==> config.mk <==
export PLATFORM = sky130hd
export DESIGN_NAME = mem_arb
export DESIGN_NICKNAME = d
export VERILOG_FILES = /design/src/rtl/mem_arb_pkg.sv /design/src/rtl/rr_arb2.sv /design/src/rtl/mem_arb.sv
export SDC_FILE = /design/constraint.sdc
export NUM_CORES = 1
export LEC_CHECK = 0
export BUFFER_PORTS_ARGS = -buffer_cell sky130_fd_sc_hd__buf_4
export CORE_AREA = 2 2 197 199
export CTS_BUF_LIST = sky130_fd_sc_hd__clkbuf_8
export CTS_CLUSTER_DIAMETER = 80
export DETAILED_ROUTE_END_ITERATION = 16
export DIE_AREA = 0 0 199 201
export PLACE_DENSITY_LB_ADDON = 0.3
export SLEW_MARGIN = 0
export SYNTH_ARGS = -nofsm -noshare
export SYNTH_HDL_FRONTEND = slang
export SYNTH_HIERARCHICAL = 1
export SYNTH_SLANG_ARGS = --single-unit
==> constraint.sdc <==
create_clock -name clk -period 7 [get_ports clk]
set_input_delay 0.35 -clock clk [delete_from_list [all_inputs] [get_ports clk]]
set_output_delay 0.35 -clock clk [all_outputs]
set_load 0.01 [all_outputs]
==> src/rtl/mem_arb_pkg.sv <==
// mem_arb_pkg: shared types and defaults for the instruction-fetch /
// load-store memory arbiter.
//   - arbState_e : transaction FSM states (IDLE, REQ, WAIT, RESP)
//   - owner_e    : which requester owns the outstanding transaction
//   - XLEN_DEFAULT / TIMEOUT_DEFAULT : parameter defaults for mem_arb
// XLEN normally comes from the project-wide defs.vh define; when that
// define is absent the datapath falls back to 64 bits.
`ifndef XLEN
`define XLEN 64
`endif

package mem_arb_pkg;

   localparam int XLEN_DEFAULT    = `XLEN;
   localparam int TIMEOUT_DEFAULT = 1024;

   typedef enum logic [1:0] {
      ST_IDLE = 2'd0,
      ST_REQ  = 2'd1,
      ST_WAIT = 2'd2,
      ST_RESP = 2'd3
   } arbState_e;

   typedef enum logic {
      OWN_IF = 1'b0,
      OWN_LS = 1'b1
   } owner_e;

endpackage

==> src/rtl/rr_arb2.sv <==
// rr_arb2: two-way round-robin grant between the fetch (IF) and
// load/store (LS) requesters, with its own last-grant register.
//   clk, rst   : clock, asynchronous active-high reset
//   enable_i   : arbiter may grant this cycle (parent is idle)
//   reqIf_i    : fetch request valid
//   reqLs_i    : load/store request valid
//   gntIf_o    : fetch granted (doubles as its ready / acceptance)
//   gntLs_o    : load/store granted (doubles as its ready / acceptance)
// A grant is only ever given to a requester that is valid, so a grant is
// also the acceptance event and updates the last-grant register.
module rr_arb2
   import mem_arb_pkg::*;
(
   input  logic clk,
   input  logic rst,
   input  logic enable_i,
   input  logic reqIf_i,
   input  logic reqLs_i,
   output logic gntIf_o,
   output logic gntLs_o
);

   owner_e lastGrant_q;
   owner_e lastGrant_d;
   logic   pickLs;

   // On a tie the requester that did not win last time is chosen;
   // otherwise whichever side is asking wins.
   always_comb begin
      pickLs = reqLs_i;
      if (reqIf_i && reqLs_i) begin
         pickLs = (lastGrant_q == OWN_IF);
      end
   end

   assign gntLs_o = enable_i && reqLs_i && pickLs;
   assign gntIf_o = enable_i && reqIf_i && !pickLs;

   // Remember who was served so the next tie goes the other way.
   always_comb begin
      lastGrant_d = lastGrant_q;
      if (gntLs_o) begin
         lastGrant_d = OWN_LS;
      end else if (gntIf_o) begin
         lastGrant_d = OWN_IF;
      end
   end

   // Reset to IF so load/store wins the very first tie.
   always_ff @(posedge clk or posedge rst) begin
      if (rst) begin
         lastGrant_q <= OWN_IF;
      end else begin
         lastGrant_q <= lastGrant_d;
      end
   end

endmodule

==> src/rtl/mem_arb.sv <==
// mem_arb: shares one memory port between an instruction-fetch port and a
// load/store port, with exactly one transaction outstanding at a time.
//   clk, rst             : clock, asynchronous active-high reset
//   if_req_*  / if_rsp_* : fetch request handshake and response
//   ls_req_*  / ls_rsp_* : load/store request handshake and response
//   mem_req_* / mem_rsp_*: shared memory request handshake and response
// Parameters: XLEN (address/data width), TIMEOUT (max WAIT cycles before
// an error response is forced).
module mem_arb
   import mem_arb_pkg::*;
#(
   parameter int XLEN    = XLEN_DEFAULT,
   parameter int TIMEOUT = TIMEOUT_DEFAULT
) (
   input  logic              clk,
   input  logic              rst,
   input  logic              if_req_valid,
   output logic              if_req_ready,
   input  logic [XLEN-1:0]   if_req_addr,
   output logic              if_rsp_valid,
   output logic [31:0]       if_rsp_inst,
   output logic              if_rsp_err,
   input  logic              ls_req_valid,
   output logic              ls_req_ready,
   input  logic              ls_req_we,
   input  logic [XLEN-1:0]   ls_req_addr,
   input  logic [XLEN-1:0]   ls_req_wdata,
   input  logic [XLEN/8-1:0] ls_req_wstrb,
   output logic              ls_rsp_valid,
   output logic [XLEN-1:0]   ls_rsp_rdata,
   output logic              ls_rsp_err,
   output logic              mem_req_valid,
   input  logic              mem_req_ready,
   output logic              mem_req_we,
   output logic [XLEN-1:0]   mem_req_addr,
   output logic [XLEN-1:0]   mem_req_wdata,
   output logic [XLEN/8-1:0] mem_req_wstrb,
   input  logic              mem_rsp_valid,
   input  logic [XLEN-1:0]   mem_rsp_rdata
);

   localparam int CW = (TIMEOUT > 1) ? $clog2(TIMEOUT) : 1;
   localparam logic [CW-1:0] LAST_WAIT = CW'(TIMEOUT - 1);

   arbState_e         state_q, state_d;
   owner_e            owner_q, owner_d;
   logic              we_q, we_d;
   logic [XLEN-1:0]   addr_q, addr_d;
   logic [XLEN-1:0]   wdata_q, wdata_d;
   logic [XLEN/8-1:0] wstrb_q, wstrb_d;
   logic [XLEN-1:0]   rdata_q, rdata_d;
   logic              err_q, err_d;
   logic [CW-1:0]     waitCnt_q, waitCnt_d;

   logic arbEnable;
   logic gntIf;
   logic gntLs;
   logic accept;
   logic timedOut;

   // Readies are forced low while reset is held so every output is zero.
   assign arbEnable = (state_q == ST_IDLE) && !rst;
   assign accept    = gntIf || gntLs;
   assign timedOut  = (waitCnt_q == LAST_WAIT);

   rr_arb2 u_rrArb (
      .clk      (clk),
      .rst      (rst),
      .enable_i (arbEnable),
      .reqIf_i  (if_req_valid),
      .reqLs_i  (ls_req_valid),
      .gntIf_o  (gntIf),
      .gntLs_o  (gntLs)
   );

   // State register plus the transaction/response holding registers.
   always_ff @(posedge clk or posedge rst) begin
      if (rst) begin
         state_q   <= ST_IDLE;
         owner_q   <= OWN_IF;
         we_q      <= 1'b0;
         addr_q    <= '0;
         wdata_q   <= '0;
         wstrb_q   <= '0;
         rdata_q   <= '0;
         err_q     <= 1'b0;
         waitCnt_q <= '0;
      end else begin
         state_q   <= state_d;
         owner_q   <= owner_d;
         we_q      <= we_d;
         addr_q    <= addr_d;
         wdata_q   <= wdata_d;
         wstrb_q   <= wstrb_d;
         rdata_q   <= rdata_d;
         err_q     <= err_d;
         waitCnt_q <= waitCnt_d;
      end
   end

   // Next-state: memory response wins over a timeout in the same cycle.
   always_comb begin
      state_d = state_q;
      unique case (state_q)
         ST_IDLE: if (accept)                     state_d = ST_REQ;
         ST_REQ:  if (mem_req_ready)              state_d = ST_WAIT;
         ST_WAIT: if (mem_rsp_valid || timedOut)  state_d = ST_RESP;
         ST_RESP:                                 state_d = ST_IDLE;
         default:                                 state_d = ST_IDLE;
      endcase
   end

   // Capture the accepted request in IDLE and the memory result in WAIT.
   // A fetch is a full-width read, so it records we=0 and all strobes set.
   always_comb begin
      owner_d   = owner_q;
      we_d      = we_q;
      addr_d    = addr_q;
      wdata_d   = wdata_q;
      wstrb_d   = wstrb_q;
      rdata_d   = rdata_q;
      err_d     = err_q;
      waitCnt_d = waitCnt_q;
      unique case (state_q)
         ST_IDLE: begin
            if (gntLs) begin
               owner_d = OWN_LS;
               we_d    = ls_req_we;
               addr_d  = ls_req_addr;
               wdata_d = ls_req_wdata;
               wstrb_d = ls_req_wstrb;
            end else if (gntIf) begin
               owner_d = OWN_IF;
               we_d    = 1'b0;
               addr_d  = if_req_addr;
               wdata_d = '0;
               wstrb_d = '1;
            end
         end
         ST_REQ: begin
            if (mem_req_ready) begin
               waitCnt_d = '0;
            end
         end
         ST_WAIT: begin
            waitCnt_d = waitCnt_q + CW'(1);
            if (mem_rsp_valid) begin
               rdata_d = mem_rsp_rdata;
               err_d   = 1'b0;
            end else if (timedOut) begin
               rdata_d = '0;
               err_d   = 1'b1;
            end
         end
         default: begin
         end
      endcase
   end

   // Handshake outputs decoded from the current state and owner.
   always_comb begin
      mem_req_valid = (state_q == ST_REQ);
      if_rsp_valid  = (state_q == ST_RESP) && (owner_q == OWN_IF);
      ls_rsp_valid  = (state_q == ST_RESP) && (owner_q == OWN_LS);
   end

   assign if_req_ready  = gntIf;
   assign ls_req_ready  = gntLs;
   assign mem_req_we    = we_q;
   assign mem_req_addr  = addr_q;
   assign mem_req_wdata = wdata_q;
   assign mem_req_wstrb = wstrb_q;
   assign ls_rsp_rdata  = rdata_q;
   assign ls_rsp_err    = err_q;
   assign if_rsp_err    = err_q;

   // Fetch returns the 32-bit word selected by address bit 2.
   if (XLEN >= 64) begin : g_wideInst
      assign if_rsp_inst = addr_q[2] ? rdata_q[63:32] : rdata_q[31:0];
   end else begin : g_narrowInst
      assign if_rsp_inst = rdata_q[31:0];
   end

endmodule

======== After elaboration in Yosys (flattened, before gate mapping) ========
Index checks and enable logic that the tools add are counted.
word-level totals
  input bits .............................. 271
  flip-flop bits (word level) ............. 216
  output and inout bits ................... 240
cells by class
  reductions and logical operators ........ 20
  muxes and demuxes ....................... 21
  bitwise logic cells ..................... 2
  add/sub/neg operators ................... 1
  equality and inequality tests ........... 7
operators by type and width
  cell                                                    number
  2-to-1 mux 64 bit                                       6
  2-to-1 mux 32 bit                                       1
  case mux 10 bit (2 select lines)                        1
  2-to-1 mux 8 bit                                        2
  adder 10 x 1 -> 10 bit (second input constant)          1
  == test 10 bit (second input constant)                  1
  2-to-1 mux 10 bit                                       1
  logical AND 1 bit                                       8
  case mux 2 bit (4 select lines)                         1
  2-to-1 mux 1 bit                                        6
  2-to-1 mux 2 bit                                        3
  AND reduction 2 bit                                     3
  nonzero test 2 bit                                      3
  == test 2 bit (second input constant)                   2
  inequality test 2 bit (second input constant)           2
  AND reduction 3 bit                                     1
  == test 2 x 1 -> 1 bit (second input constant)          1
  logical NOT 1 bit                                       2
  logical NOT 2 bit                                       1
  logical OR 1 bit                                        2
  inequality test 2 x 1 -> 1 bit (second input constant)  1
  NOT 1 bit                                               2

======== Logic depth before layout (Yosys ltp) ========
  depth after elaboration ................. 7
  gate-level depth with buffers ........... 13
  mapped depth without buffers ............ 10

======== Modules after synthesis ========
The synthesis kept the hierarchy.
by module, submodules not included
  module   cells an instance  seq. area each (µm²)  area each (µm²)  times used
  mem_arb  855                5380.2                9238.9           1
  rr_arb2  9                  25.0                  65.1             1

======== Worst setup path after synthesis ========
OpenSTA, ideal clock, no wires.
  path kind ............................... reg2reg
  from .................................... reg state_q[0]
  to ...................................... reg addr_q[10], in the netlist mem_req_addr[10]
  setup slack ............................. 4.718 ns
  arrival time ............................ 2.149 ns
  library setup time ...................... 0.133 ns
  stages on the path, launching flop included .. 12
  data required time ...................... 6.867 ns
  cells stage by stage .................... dfrtp_1 -> inv_1 -> ha_1 -> inv_1 -> nor2_1 -> nand2_1 -> a21oi_1 -> buf_2 -> buf_2 -> buf_2 -> mux2i_1 -> o21ai_0
on the way
  longest elaborated chain between the ends .. 6
  elaborated cells between the ends (all ways) .. 9
  those cells by class .................... 1 x mux; 8 x reduce/logical
ends and longest elaborated chain
  what                               RTL line       text
  start: declaration                 mem_arb.sv:45  arbState_e state_q, state_d;
  start signal: assignment           mem_arb.sv:89  state_q <= state_d;
  logical NOT 2 bit *                mem_arb.sv:62  assign arbEnable = (state_q == ST_IDLE) && !rst;
  logical AND 1 bit *                mem_arb.sv:62
  net arbEnable                      mem_arb.sv:55  logic arbEnable;
  logical AND 1 bit * (2 in series)  rr_arb2.sv:36  assign gntLs_o = enable_i && reqLs_i && pickLs;
  net ls_req_ready                   mem_arb.sv:24  output logic ls_req_ready,
  nonzero test 2 bit (no line)       n/a
  AND reduction 2 bit (no line)      n/a
  end signal: assignment             mem_arb.sv:92  addr_q <= addr_d;
  end: declaration                   mem_arb.sv:48  logic [XLEN-1:0] addr_q, addr_d;
Mark *: on every way through the listed nets, which the timed path passes. The rest lies on a longest branch.
A chain may end at the register's enable or synchronous reset.

======== Worst setup path in the final report ========
  from .................................... reg state_q[1]
  to ...................................... reg addr_q[15], in the netlist mem_req_addr[15]
on the way
  longest elaborated chain between the ends .. 6
  elaborated cells between the ends (all ways) .. 9
  those cells by class .................... 1 x mux; 8 x reduce/logical
ends and longest elaborated chain
  what                                                RTL line
  logical NOT 2 bit *                                 mem_arb.sv:62
  logical AND 1 bit *                                 mem_arb.sv:62
  net arbEnable                                       mem_arb.sv:55
  logical AND 1 bit (on tied branches) (2 in series)  rr_arb2.sv:37, rr_arb2.sv:36
  nonzero test 2 bit (no line)                        n/a
  AND reduction 2 bit (no line)                       n/a
Marked as above.

==> flow_metrics.tcl <==
set metrics [dict create \
    die_w_um 199 \
    synth_top_family_by_area "simple AND/OR/NAND/NOR gates" \
    grt_pass1_wl_um 50900 \
    clock_path_buffers 3 \
    grt_setup_unrepaired "false" \
    num_rows 72 \
    synth_compound_area_share_pct 11.1 \
    muxShareOfSynthArea_pct 11.1 \
    met3_usage_pct 5.63 \
    first_global_vias 9308 \
    vias 8893 \
    yosysUniqueCellTypes 35 \
    gp_congestion 0.784 \
    io_pins 511 \
    synthFlopType "dfrtp_1" \
    tightest_slew_ps 988 \
    ctsResizeCount 0 \
    min_from "if_req_addr[6]" \
    synthAdderAreaFrac_pct 0.807 \
    worstSkewPairLatency_ps 580 \
    hold_viol 0 \
    finalCritPeriodShare_pct 57.2 \
    fin_skew_ps 30.5 \
    p_sw_share_pct 36.7 \
    cts_tree "built" \
    grt_use_total_pct 16.3 \
    met1_usage_pct 18.3 \
    vias_per_cell 4.34 \
    tns_ps 0 \
    port_buffers 510 \
    top_usage_layer "met2" \
    intPower_mw 3.76 \
    nets 1777 \
    yosys.area_share.simple_pct 14.0 \
    post_drt_wl_per_cell_um 16.4 \
    synth.area.top_cells "dfrtp_1 (58%), nand2_1 (8.3%), mux2i_1 (7.1%)" \
    totalPowerFinal_mw 5.93 \
    core_area_um2 38100 \
    period_needed_ps 4010 \
    slew_violations 0 \
    crit_start "state_q[1]" \
    dp_hpwl_um 23100 \
    clk_pin_slew_worst_paths_ps 60 \
    cts_buffers 41 \
    critPathRequiredTime_ps 7400 \
    hold_path.class "input pin to register" \
    outcome "completed" \
    setup-violations-final 0 \
    synth_area_leader_cell "dfrtp_1" \
    dieArea_um2 40000 \
    synth_top_area_share_pct 58.1 \
    r2r_setup_slack_ps 2990 \
    criticalPathCategory "register to register" \
    synth.net_count 1141 \
    die_height_um 201 \
    r2r_start "state_q[1]" \
    drc 0 \
    drive_above_1_share_pct 40.6 \
    max-cap-violations 0 \
    end_kind "register" \
    grt_max_degree 119 \
    crit_arrival_ps 4410 \
    pwr-share-comb_pct 43.9 \
    crit_path_max_fanout 112 \
    synthCells 864 \
    htree_num_levels 2 \
    ant_nets 0 \
    synthArstFlopShare_pct 100 \
    syn_to_final_growth_pct 68.8 \
    power_density_nw_per_um2 377 \
    start_util_pct 24.4 \
    yosys_register_bits 216 \
    seqPwrFrac_pct 35.9 \
    synthXorXnorAreaFrac_pct 0.565 \
    syn_avg_cell_area_um2 10.8 \
    relSlewSlack_pct 34.1 \
    syn-cell-area_um2 9300 \
    met2_usage_pct 28.7 \
    cp-start-kind "register" \
    p_sw_mw 2.17 \
    synth_edf_count 0 \
    layout_commonest_cell "buf_4" \
    wl_um 33600 \
    gr-total-overflow 0 \
    yosysWarningCount 6 \
    seq_area_frac_synth_pct 58.1 \
    peakVddDrop_mv 0.225 \
    antenna_found_initial 4 \
    timing.fmax_ghz 0.250 \
    drtPass1Iterations 4 \
    p_leak_nw 8.00 \
    drt_iter0_markers 359 \
    cts_root_buf "clkbuf_8" \
    clkPwrFrac_pct 20.1 \
    final_cell_mix "buf_4 (521), dfrtp_1 (216), nand2_1 (205), dlygate4sd3_1 (138)" \
    cts_sinks 216 \
]
synth_stat cells (2+ instances only):
cell type and n:
a21oi_1 4, a22o_1 65, a31oi_1 9, and2_1 3, and3_1 2, buf_1 5, buf_2 19, buf_4 9
buf_6 7, clkbuf_1 26, dfrtp_1 216, ha_1 6, inv_1 14, mux2_2 33, mux2i_1 66, nand2_1 205
nand2b_1 2, nand3_1 66, nor2_1 19, nor3_1 2, nor4b_2 2, o21ai_0 66, xnor2_1 6
repair_timing:
item	CTS	global route
buffers inserted	0	0
hold endpoints to repair	224	0
hold buffers	138	0
power groups by stage:
stage	clock network, mW	registers, mW	logic, mW
after CTS	1.25	2.13	2.62
final	1.19	2.13	2.61
after global routing	1.32	2.20	2.83
after global placement	0	2.13	2.52
after detailed placement	0	2.13	2.55
after floorplan	0	2.29	0.990
final cells by class:
class | instances | area [um2]
fill | 3700 | 22400
clock buffer | 51 | 702
tap | 518 | 648
sequential | 216 | 5410
clock inverter | 18 | 77.6
inverter | 14 | 60.1
antenna | 4 | 10.0
multi-input combinational | 568 | 3510
timing repair buffer | 659 | 5290
registers in the layout, summed over array words and instances, names as in the netlist:
name	flops
state_q	2
waitCnt_q	10
ls_rsp_rdata	64
u_rrArb/lastGrant_q	1
mem_req_wdata	64
owner_q	1
mem_req_addr	64
mem_req_we	1
mem_req_wstrb	8
if_rsp_err	1
worst paths after layout:
| check | cells past startpoint | end |
|---|---|---|
| setup / recovery | 12 | mem_req_addr[15] |
| hold / removal | 3 | mem_req_addr[6] |
| setup reg to reg | 12 | mem_req_addr[15] |
| hold reg to reg | 2 | mem_req_wdata[27] |
| max in group asynchronous | 4 | mem_req_addr[7] |
| min in group asynchronous | 3 | u_rrArb/lastGrant_q |
logic make-up after synthesis:
kind of cell / Yosys count
DFF: 216
and+or+nand+nor: 307
xor gates and xnor gates: 6
AOI/OAI and AO/OA: 150
adders and majority gates: 6
buffers and inverters: 80
muxes: 99
metal layers:
metal | vias up | wire length [um] | part of all wire [%]
li1 | 4252 | - | -
met1 | 4190 | 12900 | 38
met2 | 394 | 17000 | 51
met3 | 57 | 2940 | 8.7
met4 | 0 | 759 | 2.3
met5 | - | 0 | 0
through the flow:
step	util [%]	std cells	instance area, um2	hold WS (ps)	setup slack, ps
finish	41.2	2048	15700	61.7	2990
global route	41.2	2048	15700	28.8	2580
CTS	41.2	2044	15700	6.34	2940
detailed placement	35.5	1837	13500	244	2940
global placement	35.5	1837	13500	239	3140
floorplan	-	864	9300	78.7	771
critical path: stages (launching register included):
cell and delay [ps]:
dfrtp_1 420, inv_1 130, ha_2 180, buf_4 640, inv_1 190, nor2_1 210
nand2_1 140, a21oi_4 140, buf_4 620, o21ai_4 310, buf_4 480, nand2_1 170
o21ai_0 100
Note: power is estimated with default switching activity, not from simulation.
